`src/rtl/pwm_breath_ramp.sv`:
```
`default_nettype none
// ============================================================================
//  Module   : pwm_breath_ramp
//  Purpose  : Triangular "breathing" duty-cycle source for a PWM LED driver.
//             Duty ramps 0 -> MAX -> 0, advancing only on PWM period
//             boundaries, so the downstream comparator never sees a
//             mid-period change.
//  Ports    : clk          - single clock, rising edge
//             reset        - synchronous, active-high reset
//             en           - ramp enable; low freezes all state
//             period_done  - one-cycle pulse at PWM counter wrap
//             duty         - registered duty value (WIDTH bits)
//             duty_update  - one-cycle pulse coincident with a new duty
//             dir          - 1 = upward motion (RISE / HOLD_LOW)
//  Options  : BREATH_HOLD_EN - when defined, duty dwells at MAX and at 0
//             for HOLD_PERIODS qualified periods before reversing.
//  Revision : 1.0 - initial release
// ============================================================================
module pwm_breath_ramp #(
    parameter int WIDTH            = 8,
    parameter int STEP             = 1,
    parameter int PERIODS_PER_STEP = 4,
    parameter int HOLD_PERIODS     = 16
) (
    input  logic             clk,
    input  logic             reset,
    input  logic             en,
    input  logic             period_done,
    output logic [WIDTH-1:0] duty,
    output logic             duty_update,
    output logic             dir
);

    // Step arithmetic runs in WIDTH+1 bits so the saturation compare
    // sees the carry out of duty+STEP.
    localparam logic [WIDTH:0]   C_MAX    = {1'b0, {WIDTH{1'b1}}};
    localparam logic [WIDTH:0]   C_STEP   = (WIDTH+1)'(STEP);
    localparam logic [WIDTH-1:0] C_STEP_W = WIDTH'(STEP);

    localparam int SCW = (PERIODS_PER_STEP > 1) ? $clog2(PERIODS_PER_STEP) : 1;
    localparam logic [SCW-1:0] C_STEP_LAST = SCW'(PERIODS_PER_STEP - 1);

    // Elaboration-time parameter sanity checks. An illegal setting leaves
    // an empty labelled block that is easy to spot in the elaborated tree.
    if (STEP < 1 || STEP > (2**WIDTH - 1)) begin : g_bad_step
    end
    if (PERIODS_PER_STEP < 1) begin : g_bad_periods_per_step
    end
    if (HOLD_PERIODS < 1) begin : g_bad_hold_periods
    end

    typedef enum logic [1:0] {
        S_RISE      = 2'd0,
        S_HOLD_HIGH = 2'd1,
        S_FALL      = 2'd2,
        S_HOLD_LOW  = 2'd3
    } state_t;

`ifdef BREATH_HOLD_EN
    localparam state_t C_AFTER_RISE = S_HOLD_HIGH;
    localparam state_t C_AFTER_FALL = S_HOLD_LOW;

    localparam int HCW = (HOLD_PERIODS > 1) ? $clog2(HOLD_PERIODS) : 1;
    localparam logic [HCW-1:0] C_HOLD_LAST = HCW'(HOLD_PERIODS - 1);

    logic [HCW-1:0] r_hold_cnt;
    logic [HCW-1:0] w_hold_nx;
`else
    // Without dwell, direction reverses on the saturating edge itself.
    localparam state_t C_AFTER_RISE = S_FALL;
    localparam state_t C_AFTER_FALL = S_RISE;
`endif

    state_t           r_state;
    state_t           w_state_nx;
    logic [WIDTH-1:0] r_duty;
    logic [WIDTH-1:0] w_duty_nx;
    logic [SCW-1:0]   r_step_cnt;
    logic [SCW-1:0]   w_step_nx;
    logic             r_duty_update;

    logic             w_event;
    logic [WIDTH:0]   w_sum;
    logic             w_step_due;

    assign w_event    = en & period_done;
    assign w_sum      = {1'b0, r_duty} + C_STEP;
    assign w_step_due = (r_step_cnt == C_STEP_LAST);

    // ------------------------------------------------------------------
    // Next-state / datapath logic
    // ------------------------------------------------------------------
    always_comb begin
        w_state_nx = r_state;
        w_duty_nx  = r_duty;
        w_step_nx  = r_step_cnt;
`ifdef BREATH_HOLD_EN
        w_hold_nx  = r_hold_cnt;
`endif
        if (w_event) begin
            case (r_state)
                S_RISE: begin
                    if (w_step_due) begin
                        w_step_nx = '0;
                        if (w_sum >= C_MAX) begin
                            w_duty_nx  = C_MAX[WIDTH-1:0];
                            w_state_nx = C_AFTER_RISE;
                        end else begin
                            w_duty_nx = w_sum[WIDTH-1:0];
                        end
                    end else begin
                        w_step_nx = r_step_cnt + SCW'(1);
                    end
                end
                S_FALL: begin
                    if (w_step_due) begin
                        w_step_nx = '0;
                        if ({1'b0, r_duty} <= C_STEP) begin
                            w_duty_nx  = '0;
                            w_state_nx = C_AFTER_FALL;
                        end else begin
                            w_duty_nx = r_duty - C_STEP_W;
                        end
                    end else begin
                        w_step_nx = r_step_cnt + SCW'(1);
                    end
                end
`ifdef BREATH_HOLD_EN
                S_HOLD_HIGH, S_HOLD_LOW: begin
                    // step_cnt was cleared on entry and stays 0 here.
                    if (r_hold_cnt == C_HOLD_LAST) begin
                        w_hold_nx  = '0;
                        w_state_nx = (r_state == S_HOLD_HIGH) ? S_FALL : S_RISE;
                    end else begin
                        w_hold_nx = r_hold_cnt + HCW'(1);
                    end
                end
`endif
                default: begin
                    // Hold encodings are unreachable without dwell support;
                    // recover into RISE if ever seen.
                    w_state_nx = S_RISE;
                end
            endcase
        end
    end

    // ------------------------------------------------------------------
    // State registers
    // ------------------------------------------------------------------
    always_ff @(posedge clk) begin
        if (reset) begin
            r_state       <= S_RISE;
            r_duty        <= '0;
            r_step_cnt    <= '0;
            r_duty_update <= 1'b0;
`ifdef BREATH_HOLD_EN
            r_hold_cnt    <= '0;
`endif
        end else begin
            r_state       <= w_state_nx;
            r_duty        <= w_duty_nx;
            r_step_cnt    <= w_step_nx;
            // Flags only real changes: a saturated step or a hold-exit
            // that leaves duty as-is produces no pulse.
            r_duty_update <= (w_duty_nx != r_duty);
`ifdef BREATH_HOLD_EN
            r_hold_cnt    <= w_hold_nx;
`endif
        end
    end

    assign duty        = r_duty;
    assign duty_update = r_duty_update;
    assign dir         = (r_state == S_RISE) || (r_state == S_HOLD_LOW);

endmodule
`default_nettype wire

```
`config.mk`:
```
export PLATFORM = sky130hd
export DESIGN_NAME = pwm_breath_ramp
export DESIGN_NICKNAME = d
export VERILOG_FILES = /design/src/rtl/pwm_breath_ramp.sv
export SDC_FILE = /design/constraint.sdc
export NUM_CORES = 1
export LEC_CHECK = 0
export CAP_MARGIN = 5
export CORE_UTILIZATION = 50
export CTS_CLUSTER_SIZE = 10
export DETAILED_ROUTE_END_ITERATION = 8
export PLACE_DENSITY = 0.73
export SLEW_MARGIN = 20
export SYNTH_ARGS = -nofsm -noshare
export SYNTH_HDL_FRONTEND = slang
export SYNTH_SLANG_ARGS = --single-unit
export TNS_END_PERCENT = 1
```
`constraint.sdc`:
```
create_clock -name clk -period 2.5 [get_ports clk]
set_input_delay 0.75 -clock clk [delete_from_list [all_inputs] [get_ports clk]]
set_output_delay 0.75 -clock clk [all_outputs]
set_load 0.005 [all_outputs]
```
==> load_flow_metrics.sql, run 1 <==
INSERT INTO impl_metrics (metric_group, metric, value, unit) VALUES
('worst_setup_path', 'path_class', 'flip-flop to flip-flop', ''),
('route', 'drt-pass1-iter-count', '4', ''),
('global_routing', 'grt_start_max_net_pins', '16', ''),
('route', 'routed-via-count', '1204', ''),
('worst_setup_path', 'r2r_cells', '7', ''),
('global_routing', 'grt_antenna_before_repair', '0', ''),
('sta', 'max_clock_freq', '432', 'MHz'),
('sta', 'period_needed', '2.32', 'ns'),
('power', 'power.density_cell_area', '274', 'nW/um^2'),
('floorplan', 'io-pin-count', '14', ''),
('global_routing', 'grt.met2_usage', '0.457', ''),
('worst_hold_path', 'min-delay-path-class', 'flip-flop to flip-flop', ''),
('worst_setup_path', 'critPathSlowestCell', 'sky130_fd_sc_hd__or4_1', ''),
('yosys', 'synth.area.top_cells', 'sky130_fd_sc_hd__dfxtp_1 21%, sky130_fd_sc_hd__ha_1 5.5%, sky130_fd_sc_hd__nor3_1 4.8%', ''),
('yosys', 'avgSynthCellArea', '7.85', 'sq um'),
('yosys', 'synth_net_count', '154', ''),
('global_routing', 'groute.layer.met1.usage', '0.354', ''),
('clock_network', 'clock_edge_transition_at_the_registers_on_the_reported_setup_and_hold_paths', '0.09', 'ns'),
('worst_setup_path', 'worst-endpoint-arrival', '2.51', 'ns'),
('worst_setup_path', 'ff2ff_setup_slack', '0.18', 'ns'),
('cells_and_area', 'syn_to_final_growth', '21.2', '%'),
('worst_setup_path', 'max_stage_delay', '0.64', 'ns'),
('clock_network', 'cts.path.max_buffers', '2', ''),
('worst_setup_path', 'required_time_worst_endpoint', '2.69', 'ns'),
('global_routing', 'number_of_global_route_vias_before_repair', '1098', ''),
('clock_network', 'insertion_delay', '0.29', 'ns'),
('clock_network', 'post-cts-setup-buffer-count', '0', ''),
('global_routing', 'global_route.usage.met3', '0.0556', ''),
('route', 'finalWirelength', '3100', 'um'),
('yosys', 'synthesis.area', '1140', 'sq um'),
('yosys', 'post-synth-top-area-cell', 'sky130_fd_sc_hd__dfxtp_1', ''),
('power', 'p_leak', '0.564', 'nW'),
('worst_setup_path', 'critPathCapture', 'duty_update', ''),
('yosys', 'yosys_warnings', '0', ''),
('route', 'routed_length_per_placed_instance', '16.3', 'um'),
('worst_setup_path', 'setup.worst_path.end_class', 'flip-flop', ''),
('clock_network', 'tritoncts', 'done', ''),
('yosys', 'post_synth_most_frequent_cells', '14 x sky130_fd_sc_hd__nor2_1, 12 x sky130_fd_sc_hd__dfxtp_1, 11 x sky130_fd_sc_hd__nor3_1', ''),
('cells_and_area', 'post_route_cells_drive_above_1_share', '0.166', ''),
('floorplan', 'floorplan.die.width', '49.7', 'um'),
('sta', 'finalCritPeriodShare', '0.927', ''),
('sta', 'skew', '0.00751', 'ns'),
('route', 'dr.first_iter.drc_count', '39', ''),
('sta', 'finalMaxSlewViolations', '0', ''),
('placement', 'hpwl', '2270', 'um'),
('floorplan', 'placementRows', '16', ''),
('job', 'max-cap-violations', '0', ''),
('global_routing', 'overall_routing_resource_usage', '0.284', ''),
('sta', 'setup_viol_count_final', '0', ''),
('floorplan', 'start_util', '0.558', ''),
('worst_setup_path', 'worstReg2RegEnd', 'duty_update', ''),
('clock_network', 'hold_buffers', '0', ''),
('clock_network', 'clock_sinks', '12', ''),
('route', 'route.antenna.remaining_nets', '0', ''),
('outcome', 'status', 'finished clean', ''),
('sta', 'hold_viol_final', '0', ''),
('route', 'number_of_vias_per_cell_after_detailed_routing', '6.34', ''),
('sta', 'rsz0062_at_grt', 'false', ''),
('global_routing', 'overall_overflow_remaining_after_global_route', '0', ''),
('clock_network', 'cts-root-buf', 'sky130_fd_sc_hd__clkbuf_4', ''),
('global_routing', 'grt.busiest_layer', 'met2', ''),
('worst_setup_path', 'r2r-start', 'duty[0]', ''),
('yosys', 'synth.most_common_cell', 'sky130_fd_sc_hd__nor2_1', ''),
('floorplan', 'core_area', '2040', 'sq um'),
('cells_and_area', 'final_nets', '173', ''),
('floorplan', 'chipHeight', '49.7', 'um'),
('worst_setup_path', 'timing.critical_path.fanout_max', '7', ''),
('global_routing', 'grt_first_pass_wirelength', '5230', 'um'),
('power', 'totalPowerFinal', '0.378', 'mW'),
('sta', 'finalSetupTns', '0', 'ns'),
('placement', 'gp_routability_congestion', '0.898', '');
==> stage by stage <==
stage	cells	util	setup slack, ns	hold WS, ns	instance area (sq um)
after floorplan	145	-	0.273	0.440	1140
final	190	0.676	0.183	0.462	1380
after global placement	186	0.657	0.160	0.447	1340
after detailed placement	186	0.657	0.132	0.455	1340
after CTS	190	0.675	0.148	0.467	1380
after global routing	190	0.676	0.0779	0.489	1380
==> power by group <==
part / total (mW) / leakage [nW] / internal, mW / switching, mW
clock: 0.165 / 0.0210 / 0.0887 / 0.0760
combinational: 0.0189 / 0.447 / 0.00887 / 0.0100
sequential: 0.194 / 0.0968 / 0.193 / 0.00125
==> kinds of logic after synthesis <==
group                    Yosys count  share of synthesized area
AO/OA/AOI/OAI                     39                      0.287
XOR/XNOR                           6                     0.0462
adder cells (fa/ha/maj)            5                     0.0549
buffers and inverters             19                     0.0813
flip-flops                        12                      0.211
multiplexers                       4                     0.0495
AND/OR/NAND/NOR                   60                      0.270
==> state kept, by name, summed over array words and instances, names as in the netlist <==
name,flops
duty_update,1
duty,8
r_state,1
r_step_cnt,2
==> repair_timing <==
item / CTS / global route
resized for setup: 0 / 1
endpoints found under the setup margin: 0 / 1
hold endpoints to repair: 0 / 0
==> how the worst min path moves through the flow <==
stage / startpoint / to / slack [ns] / cells past startpoint
floorplan: r_step_cnt[1] / r_step_cnt[1] / 0.44 / 2
global placement: r_step_cnt[1] / r_step_cnt[1] / 0.45 / 2
detailed placement: r_step_cnt[1] / r_step_cnt[1] / 0.46 / 2
CTS: r_step_cnt[1] / r_step_cnt[1] / 0.47 / 2
global route: r_step_cnt[1] / r_step_cnt[1] / 0.49 / 2
finish: r_step_cnt[1] / r_step_cnt[1] / 0.46 / 2
==> per-layer routing <==
| metal | vias up | part of all wire |
|---|---|---|
| met2 | 54 | 0.48 |
| met3 | 9 | 0.058 |
| met4 | 0 | 0.026 |
| li1 | 579 | - |
| met5 | - | 0 |
| met1 | 562 | 0.43 |
==> worst max-delay path: cells and delay by family, from the launching register on <==
kind / cells / cell delay [ns]
fa+ha+maj: 1 / 0.22
xor+xnor: 1 / 0.14
compound gates: 3 / 0.67
simple gates: 2 / 0.74
flops: 1 / 0.44
==> final cells by class <==
type | instances | area (sq um)
Clock buffer | 4 | 36.3
Inverter | 5 | 18.8
Sequential cell | 12 | 240
Tap cell | 27 | 33.8
Multi-Input combinational cell | 114 | 808
Fill cell | 190 | 662
Timing Repair Buffer | 28 | 243
==> placed cells by master (no fill, tap or decap), types with 5 or more instances in the layout <==
cell type	synthesis	routed
sky130_fd_sc_hd__nor2_1	14	13
sky130_fd_sc_hd__nand2_1	10	10
sky130_fd_sc_hd__a21oi_1	8	8
sky130_fd_sc_hd__buf_4	2	15
sky130_fd_sc_hd__a211oi_1	5	5
sky130_fd_sc_hd__nor3_1	11	11
sky130_fd_sc_hd__clkdlybuf4s50_1	0	13
sky130_fd_sc_hd__o21ai_0	5	5
sky130_fd_sc_hd__nand3_1	8	8
sky130_fd_sc_hd__dfxtp_1	12	12
sky130_fd_sc_hd__ha_1	5	5
No activity file was read; power rests on OpenSTA's default activity.
==> run 2, diff against run 1 <==
- CAP_MARGIN: 5 -> unset
==> results of run 2 <==
No change in the layout: final DEF, timing and power equal those of run 1.
==> run 3, diff against run 2 <==
- GPL_ROUTABILITY_DRIVEN: unset -> 0
==> results of run 3 <==
No change in the layout: final DEF, timing and power equal those of run 1.
